### config.mk
export PLATFORM = sky130hd
export DESIGN_NAME = rvc_packer_flat
export DESIGN_NICKNAME = d
export VERILOG_FILES = /design/src/rtl/rvc_packer_if.sv /design/src/rtl/rvc_packer.sv /design/src/flat_wrapper.sv
export SDC_FILE = /design/constraint.sdc
export NUM_CORES = 1
export LEC_CHECK = 0
export CAP_MARGIN = 20
export CORE_MARGIN = 2
export CORE_UTILIZATION = 47
export DETAILED_ROUTE_END_ITERATION = 10
export HOLD_SLACK_MARGIN = 0.02
export PLACE_DENSITY_LB_ADDON = 0.2
export REMOVE_ABC_BUFFERS = 1
export SLEW_MARGIN = 20
export SYNTH_ARGS = -nofsm -noshare
export SYNTH_HDL_FRONTEND = slang
export SYNTH_SLANG_ARGS = --single-unit
### constraint.sdc
create_clock -name clk -period 2.6 [get_ports clk]
set_clock_uncertainty 0.1 [all_clocks]
set_input_delay 0.39 -clock clk [delete_from_list [all_inputs] [get_ports clk]]
set_output_delay 0.39 -clock clk [all_outputs]
set_load 0.02 [all_outputs]
### src/rtl/rvc_packer_if.sv
// Handshake bundle for rvc_packer: instruction stream in, packed I-memory words out,
// plus idle/flush control and statistics counters.
interface rvc_packer_if;
  logic        in_valid;
  logic        in_ready;
  logic [31:0] in_instr;
  logic        flush;
  logic        out_valid;
  logic        out_ready;
  logic [31:0] out_word;
  logic        idle;
  logic [31:0] stat_comp;
  logic [31:0] stat_total;

  modport master (
    output in_valid, in_instr, flush, out_ready,
    input  in_ready, out_valid, out_word, idle, stat_comp, stat_total
  );

  modport slave (
    input  in_valid, in_instr, flush, out_ready,
    output in_ready, out_valid, out_word, idle, stat_comp, stat_total
  );
endinterface

### src/rtl/rvc_packer.sv
// RV32I -> RVC re-encoder and little-endian halfword packer for the I-memory loader.
// Optional statistics counters are built when RVC_PACK_STATS_EN is defined.
module rvc_packer #(
  parameter logic [15:0] NOP_PAD = 16'h0001
) (
  input logic         clk,
  input logic         resetb,
  rvc_packer_if.slave bus
);
  typedef enum logic {EMPTY, HALF} state_t;

  state_t      state_reg;
  logic [15:0] pend_reg;
  logic        out_valid_reg;
  logic [31:0] out_word_reg;

  logic [31:0] a;
  logic [6:0]  opc;
  logic [2:0]  f3;
  logic [6:0]  f7;
  logic [4:0]  rd;
  logic [4:0]  rs1;
  logic [4:0]  rs2;
  logic [11:0] i_imm;
  logic [11:0] s_imm;
  logic [20:0] j_imm;
  logic        is_addi, is_add, is_lw, is_sw, is_jal, is_jalr;
  logic        rd_p, rs1_p, rs2_p;
  logic        imm6_ok, lw_off_ok, lwsp_ok, sw_off_ok, swsp_ok, j_ok, link_ok;
  logic        comp;
  logic [15:0] h;
  logic        slot_free;
  logic        accept;

  assign a     = bus.in_instr;
  assign opc   = a[6:0];
  assign f3    = a[14:12];
  assign f7    = a[31:25];
  assign rd    = a[11:7];
  assign rs1   = a[19:15];
  assign rs2   = a[24:20];
  assign i_imm = a[31:20];
  assign s_imm = {a[31:25], a[11:7]};
  assign j_imm = {a[31], a[19:12], a[20], a[30:21], 1'b0};

  assign is_addi = (opc == 7'b0010011) && (f3 == 3'b000);
  assign is_add  = (opc == 7'b0110011) && (f3 == 3'b000) && (f7 == 7'b0000000);
  assign is_lw   = (opc == 7'b0000011) && (f3 == 3'b010);
  assign is_sw   = (opc == 7'b0100011) && (f3 == 3'b010);
  assign is_jal  = (opc == 7'b1101111);
  assign is_jalr = (opc == 7'b1100111) && (f3 == 3'b000);

  // Compressed register fields only reach x8..x15.
  assign rd_p  = (rd[4:3] == 2'b01);
  assign rs1_p = (rs1[4:3] == 2'b01);
  assign rs2_p = (rs2[4:3] == 2'b01);

  assign imm6_ok   = (i_imm[11:5] == {7{i_imm[5]}});
  assign lw_off_ok = (i_imm[11:7] == 5'd0) && (i_imm[1:0] == 2'b00);
  assign lwsp_ok   = (i_imm[11:8] == 4'd0) && (i_imm[1:0] == 2'b00);
  assign sw_off_ok = (s_imm[11:7] == 5'd0) && (s_imm[1:0] == 2'b00);
  assign swsp_ok   = (s_imm[11:8] == 4'd0) && (s_imm[1:0] == 2'b00);
  assign j_ok      = (j_imm[20:11] == {10{j_imm[11]}});
  assign link_ok   = (rd[4:1] == 4'd0);

  always_comb begin
    comp = 1'b1;
    h    = 16'h0000;
    if (a == 32'h0000_0013)
      h = 16'h0001;
    else if (is_addi && rs1 == 5'd0 && rd != 5'd0 && imm6_ok)
      h = {3'b010, i_imm[5], rd, i_imm[4:0], 2'b01};
    else if (is_addi && rs1 == rd && rd != 5'd0 && i_imm != 12'd0 && imm6_ok)
      h = {3'b000, i_imm[5], rd, i_imm[4:0], 2'b01};
    else if (is_add && rs1 == 5'd0 && rd != 5'd0 && rs2 != 5'd0)
      h = {4'b1000, rd, rs2, 2'b10};
    else if (is_add && rs1 == rd && rd != 5'd0 && rs2 != 5'd0)
      h = {4'b1001, rd, rs2, 2'b10};
    else if (is_lw && rd_p && rs1_p && lw_off_ok)
      h = {3'b010, i_imm[5:3], rs1[2:0], i_imm[2], i_imm[6], rd[2:0], 2'b00};
    else if (is_sw && rs2_p && rs1_p && sw_off_ok)
      h = {3'b110, s_imm[5:3], rs1[2:0], s_imm[2], s_imm[6], rs2[2:0], 2'b00};
    else if (is_lw && rs1 == 5'd2 && rd != 5'd0 && lwsp_ok)
      h = {3'b010, i_imm[5], rd, i_imm[4:2], i_imm[7:6], 2'b10};
    else if (is_sw && rs1 == 5'd2 && swsp_ok)
      h = {3'b110, s_imm[5:2], s_imm[7:6], rs2, 2'b10};
    else if (is_jal && link_ok && j_ok)
      h = {rd[0] ? 3'b001 : 3'b101, j_imm[11], j_imm[4], j_imm[9:8], j_imm[10],
           j_imm[6], j_imm[7], j_imm[3:1], j_imm[5], 2'b01};
    else if (is_jalr && link_ok && rs1 != 5'd0 && i_imm == 12'd0)
      h = {3'b100, rd[0], rs1, 5'd0, 2'b10};
    else if (a == 32'h0010_0073)
      h = 16'h9002;
    else
      comp = 1'b0;
  end

  // Flush shares the slot with input, so it is simply kept out of the accept path.
  assign slot_free     = !out_valid_reg || bus.out_ready;
  assign bus.in_ready  = !bus.flush && slot_free;
  assign accept        = bus.in_valid && bus.in_ready;
  assign bus.out_valid = out_valid_reg;
  assign bus.out_word  = out_word_reg;
  assign bus.idle      = (state_reg == EMPTY) && !out_valid_reg;

  always_ff @(posedge clk or negedge resetb) begin
    if (!resetb) begin
      state_reg     <= EMPTY;
      pend_reg      <= 16'h0000;
      out_valid_reg <= 1'b0;
      out_word_reg  <= 32'h0000_0000;
    end else begin
      if (out_valid_reg && bus.out_ready)
        out_valid_reg <= 1'b0;
      if (accept) begin
        case (state_reg)
          EMPTY: begin
            if (comp) begin
              pend_reg  <= h;
              state_reg <= HALF;
            end else begin
              out_word_reg  <= a;
              out_valid_reg <= 1'b1;
            end
          end
          HALF: begin
            out_valid_reg <= 1'b1;
            if (comp) begin
              out_word_reg <= {h, pend_reg};
              state_reg    <= EMPTY;
            end else begin
              out_word_reg <= {a[15:0], pend_reg};
              pend_reg     <= a[31:16];
            end
          end
          default: state_reg <= EMPTY;
        endcase
      end else if (bus.flush && state_reg == HALF && slot_free) begin
        out_word_reg  <= {NOP_PAD, pend_reg};
        out_valid_reg <= 1'b1;
        state_reg     <= EMPTY;
      end
    end
  end

`ifdef RVC_PACK_STATS_EN
  logic [31:0] stat_comp_reg;
  logic [31:0] stat_total_reg;

  always_ff @(posedge clk or negedge resetb) begin
    if (!resetb) begin
      stat_comp_reg  <= 32'd0;
      stat_total_reg <= 32'd0;
    end else if (accept) begin
      stat_total_reg <= stat_total_reg + 32'd1;
      if (comp)
        stat_comp_reg <= stat_comp_reg + 32'd1;
    end
  end

  assign bus.stat_comp  = stat_comp_reg;
  assign bus.stat_total = stat_total_reg;
`else
  assign bus.stat_comp  = 32'd0;
  assign bus.stat_total = 32'd0;
`endif
endmodule

### src/flat_wrapper.sv
// flat-port wrapper written by rule: the top's interface ports become plain ports
module rvc_packer_flat 
#(
  parameter logic [15:0] NOP_PAD = 16'h0001
)
  (clk, resetb, bus_in_valid, bus_in_instr, bus_flush, bus_out_ready, bus_in_ready, bus_out_valid, bus_out_word, bus_idle, bus_stat_comp, bus_stat_total);
  rvc_packer_if bus_i ();
  input logic clk;
  input logic resetb;
  input wire logic [$bits(bus_i.in_valid)-1:0] bus_in_valid;
  input wire logic [$bits(bus_i.in_instr)-1:0] bus_in_instr;
  input wire logic [$bits(bus_i.flush)-1:0] bus_flush;
  input wire logic [$bits(bus_i.out_ready)-1:0] bus_out_ready;
  output wire logic [$bits(bus_i.in_ready)-1:0] bus_in_ready;
  output wire logic [$bits(bus_i.out_valid)-1:0] bus_out_valid;
  output wire logic [$bits(bus_i.out_word)-1:0] bus_out_word;
  output wire logic [$bits(bus_i.idle)-1:0] bus_idle;
  output wire logic [$bits(bus_i.stat_comp)-1:0] bus_stat_comp;
  output wire logic [$bits(bus_i.stat_total)-1:0] bus_stat_total;
  assign bus_i.in_valid = bus_in_valid;
  assign bus_i.in_instr = bus_in_instr;
  assign bus_i.flush = bus_flush;
  assign bus_i.out_ready = bus_out_ready;
  assign bus_in_ready = bus_i.in_ready;
  assign bus_out_valid = bus_i.out_valid;
  assign bus_out_word = bus_i.out_word;
  assign bus_idle = bus_i.idle;
  assign bus_stat_comp = bus_i.stat_comp;
  assign bus_stat_total = bus_i.stat_total;
  rvc_packer #(.NOP_PAD(NOP_PAD)) u_core (.clk(clk), .resetb(resetb), .bus(bus_i));
endmodule
Yosys cells after proc, flatten, opt, wreduce, memory -nomap -nowiden:

Cells that the tools add are included.

* reductions and logical operators: 64
* equality and inequality tests: 19
* multiplexer cells: 43
* bitwise gates (word level): 1

Operators with widths (count)
* 16-bit two-way mux: 14
* 32-bit two-way mux: 4
* 32-bit one-hot mux with 2 select lines: 1
* 1-bit logical AND: 45
* 32-bit by 21-bit equality test with 1-bit output, second input constant: 1
* 32-bit by 5-bit equality test with 1-bit output, second input constant: 1
* 16-bit one-hot mux with 2 select lines: 1
* 1-bit two-way mux: 20
* 5-bit nonzero test: 3
* 7-bit by 6-bit equality test with 1-bit output, second input constant: 2
* 7-bit equality test, second input constant: 2
* 12-bit zero test: 1
* 12-bit nonzero test: 1
* 5-bit zero test: 2
* 9-bit equality test: 1
* 4-bit zero test: 2
* 7-bit by 2-bit equality test with 1-bit output, second input constant: 1
* 7-bit by 5-bit equality test with 1-bit output, second input constant: 1
* 7-bit zero test: 1
* 2-bit by 1-bit equality test with 1-bit output, second input constant: 3
* 6-bit equality test: 1
* 5-bit by 2-bit equality test with 1-bit output, second input constant: 1
* 5-bit equality test: 1
* 2-bit zero test: 2
* other kinds (13): 15

* logic and storage cells: 131
* output and inout port bits: 99
* input bits: 37
* bits in registers: 50

Longest topological paths before layout:

* word-level depth: 19
* depth in mapped cells: 13
* mapped depth without buffers: 10

Least setup slack after synthesis:

OpenSTA, ideal clock, no wires.

* kind: input-to-reg
* start point: in bus_in_instr[8]
* end point: reg u_core.pend_reg[11]
* required time: 2.375 ns
* stages on the path: 9
* path buffers: 2
* path slack: -0.423 ns
* arrival time: 2.798 ns
* setup time: 0.125 ns
* cells stage by stage: or4_1 buf_2 or4_1 or3_1 o311a_2 a31o_1 nand3_4 buf_6 mux2_4

* word-level cells in the longest chain between the ends: 17
* elaborated cells between the ends (all ways): 56
* classes of those cells: eq/ne (5); mux (25); reduce/logical (26)

RTL lines
* start: declaration: RTL line flat_wrapper.sv:11 `input wire logic [$bits(bus_i.in_instr)-1:0] bus_in_instr;`
* parallel branches: the longest is 17 deep, another holds 32-bit by 21-bit equality test with 1-bit output
* end signal: assignment: RTL line rvc_packer.sv:119 `pend_reg <= h;`
* end signal: assignment: RTL line rvc_packer.sv:133 `pend_reg <= a[31:16];`
* end: declaration: RTL line rvc_packer.sv:13 `logic [15:0] pend_reg;`

Several ways; the timed one is not identified. The select of a mux whose other input is x is not followed.
A chain may end at the register's enable or synchronous reset.

Final worst setup path:

* start point: in bus_in_instr[9]
* end point: reg u_core.pend_reg[11]

The elaborated chain is that of the path after synthesis.

==> metrics.md <==
| Metric | Value |
|---|---|
| Clock buffer depth | `2` |
| Clk pin slew, worst setup/hold paths | `~100 ps` |
| Final Max Slew Viols | `0` |
| Distinct cells, synth | `69` |
| Crit path capture | `u_core.pend_reg[11]` |
| Synth Instances | `510` |
| CTS H-tree lvls | `2` |
| CP startpoint kind | `primary input` |
| RR Endpoint | `u_core.bus.out_word[20]` |
| Max reg flops | `32` |
| Fillcell total | `between 500 and 600` |
| Num ports | `136` |
| YS warnings | `0` |
| Max Cap Viol | `0` |
| Worst slew margin | `0.556` |
| Crit path max-delay family | `simple AND/OR/NAND/NOR gates` |
| Num CTS Buffers | `5` |
| Hpwl dp | `~14 mm` |
| Leading area contributor after synthesis | `dfrtp_1` |
| Leakage power | `3.27 nW` |
| Drt first pass iters | `5` |
| GPL Wtd Cong | `slightly above 1` |
| Period utilization | `1.10` |
| Critical path endpoint category | `flop` |
| Via density | `just over 6` |
| Met2 Routed Length | `9.55 mm` |
| Crit Path Category | `primary input to flop` |
| Utilization after layout | `0.805` |
| Final WS setup | `-265 ps` |
| Post-synth top area share | `0.302` |
| Post-synth EDFFs | `0` |
| Adder-cell area share of the yosys netlist | `0.00302` |
| Final hold vios | `0` |
| Nets@finish | `slightly below 800` |
| Layout cells sized above 1 | `0.430` |
| Worst hold path class | `primary input to flop` |
| Setup tns final | `-8800 ps` |
| CP max FO | `6` |
| # DRC | `0` |
| Row count | `34` |
| FFs w/ async S/R, synth | `1.00` |
| CP Launch Point | `bus_in_instr[9]` |
| Mapped Area | `roughly 4100 µm²` |
| FMAX | `349 MHz` |
| Total grt overflow | `0` |
| Shortest period the worst path allows | `approximately 2900 ps` |
| Synth Area in Compound Gates | `0.229` |
| Syn avg cell area | `between 8 and 9 µm²` |
| Clk sinks | `50` |
| DIE WIDTH | `about 98 µm` |
| Die Y | `97.9 µm` |
| Synth area leaders | `dfrtp_1, buf_4, nand2_1` |
| Core area | `8640 µm²` |
| Post-Synth Simple-Gate Area | `0.233` |
| Via count | `between 5000 and 6000` |
| CP max stage delay | `between 500 and 600 ps` |
| Initial antenna violation count | `0` |
| Final instance count without filler cells | `between 800 and 900` |
| Highest Signal Layer | `met4` |
| CP required | `2700 ps` |
| CP Depth | `9` |
| Ys flop type | `dfrtp_1` |
| Dpl cells | `810` |
| Tot Pwr | `between 0.002 and 0.0025 W` |
| RSZ-0062 raised after global routing | `true` |
| Dpl cell area | `a little under 6000 µm²` |
| Met3 routed WL | `between 1.5 and 2 mm` |
| Starting Density | `0.480` |
| Slowest cell on the critical path | `or4_4` |
| Power per cell area | `about 340 nW/µm²` |
| Via count of the first global-routing pass | `~5300` |
| Failing checks | `setup timing` |
| Reg2Reg Depth | `7` |
| Design area | `a little under 7000 µm²` |
| Reg2reg setup slack | `slightly below 400 ps` |
| CP Buf/Inv Count | `2` |
| First-pass GRT wire length | `29.2 mm` |
| Critical Path, Cell by Cell | `buf_6 -> or4_4 -> buf_6 -> or4_4 -> or3_4 -> o311a_4 -> a31o_4 -> nand3_4 -> mux2_4` |
| Routed WL | `roughly 20 mm` |
| Area growth from synthesis to layout | `67.7%` |
| Max IR drop VDD | `roughly 290 µV` |
| IO Port Bufs | `71` |
| Commonest non-fill, non-tap cells in the layout | `buf_4, conb_1, dfrtp_1, nand2_1, clkdlybuf4s50_1` |
| Worst Max-Slew Pin Slew | `665 ps` |
| DRT met1 WL | `7.37 mm` |
| Largest family of logic cells by synthesized area | `simple AND/OR/NAND/NOR gates` |
| Status | `finished, violations left` |
| Tot GR Track Use | `0.393` |
| Starting DRT DRC Count | `360` |
| Post-synthesis xor/xnor area fraction | `0.0106` |
| CTS tree | `built` |
| Register bit count reported by yosys | `50` |
| Clock Tree Root | `clkbuf_8` |
| Diodes inserted | `0` |
| R2R Path Start | `u_core.bus.out_valid` |
| Final-report setup violation count | `50` |
| Clk_lat worst skew | `about 310 ps` |
| Drt wl/cell | `23.1 µm` |
| Worst Path Arrival | `just under 3000 ps` |
| Post-synthesis sequential area ratio | `0.302` |
| ANT nets after route | `0` |
| Die area | `around 9600 µm²` |
| Mux cell area share after synthesis | `0.0640` |
| Largest net degree at the start of global routing | `31` |
| Commonest non-fill, non-tap cell in the layout | `buf_4` |
## metrics by stage
stage	setup slack (ps)	hold WS [ps]
CTS	-255	395
floorplan	-925	-5.59
global placement	-1040	318
detailed placement	-1070	341
finish	-265	376
global route	-336	370
## area by class of cell
type	count	area (µm²)	area share
clock inverters	1	30.0	0.00432
well taps	108	135	0.0194
repair buffers	260	2330	0.336
inverters	11	41.3	0.00594
multi-input cells	421	3080	0.443
flip-flops and latches	50	1250	0.180
clock buffers	6	82.6	0.0119
## synthesized netlist by cell type, types with 4 or more instances
master	n
a221o_1	7
buf_2	6
mux2i_1	19
nor2_1	29
dfrtp_1	50
or3_1	5
o31ai_1	4
or4_1	7
nand2_1	69
nand4_1	9
a22oi_1	6
nand2b_1	6
a21oi_1	22
a2111oi_0	4
o21ai_0	42
nor2b_1	5
o211ai_1	8
o22ai_1	6
buf_4	67
nor3_1	12
nand3_1	10
inv_1	11
nor4_1	8
xnor2_1	5
and3_1	4
mux2_2	4
clkbuf_1	17
## timing repair
action                                  in CTS  in global routing
pin swaps                                   54                 52
gates cloned                                 6                  1
endpoints found under the hold margin       24                  0
endpoints found under the setup margin      50                 50
hold buffers                                 1                  0
buffers inserted                            28                 10
resized for setup                          183                 86
## kinds of logic after synthesis
| group | Yosys count |
|---|---|
| other | 1 |
| adder cells (fa/ha/maj) | 1 |
| buffers and inverters | 103 |
| multiplexers | 25 |
| AO/OA/AOI/OAI | 140 |
| XOR/XNOR | 5 |
| flip-flops | 50 |
| AND/OR/NAND/NOR | 185 |
## power by group
part | switching (W) | total, W | internal [W]
registers | 0.0000578 | 0.000903 | 0.000845
clock network | 0.000288 | 0.000597 | 0.000309
logic | 0.000499 | 0.000890 | 0.000391
## layer usage
| metal | vias to the layer above | track usage |
|---|---|---|
| met4 | 0 | 0.201 |
| met5 | - | 0 |
| li1 | 2226 | - |
| met1 | 2496 | 0.497 |
| met2 | 367 | 0.650 |
| met3 | 90 | 0.0637 |
## how the worst min path moves through the flow
stage / startpoint / endpoint / cells after the start
6_report: bus_in_instr[17] / u_core.bus.out_word[17] / 3
2_1_floorplan: resetb / u_core.bus.out_valid / 0
4_1_cts: u_core.pend_reg[0] / u_core.pend_reg[0] / 2
3_3_place_gp: resetb / u_core.bus.out_word[19] / 1
5_1_grt: bus_in_instr[30] / u_core.bus.out_word[30] / 2
3_5_place_dp: resetb / u_core.bus.out_word[3] / 1
## tightest hold or removal path, stage by stage
cell and delay, ps:
clkbuf_2 120, buf_4 120, a221o_1 130
No activity file was read; power rests on OpenSTA's default activity.
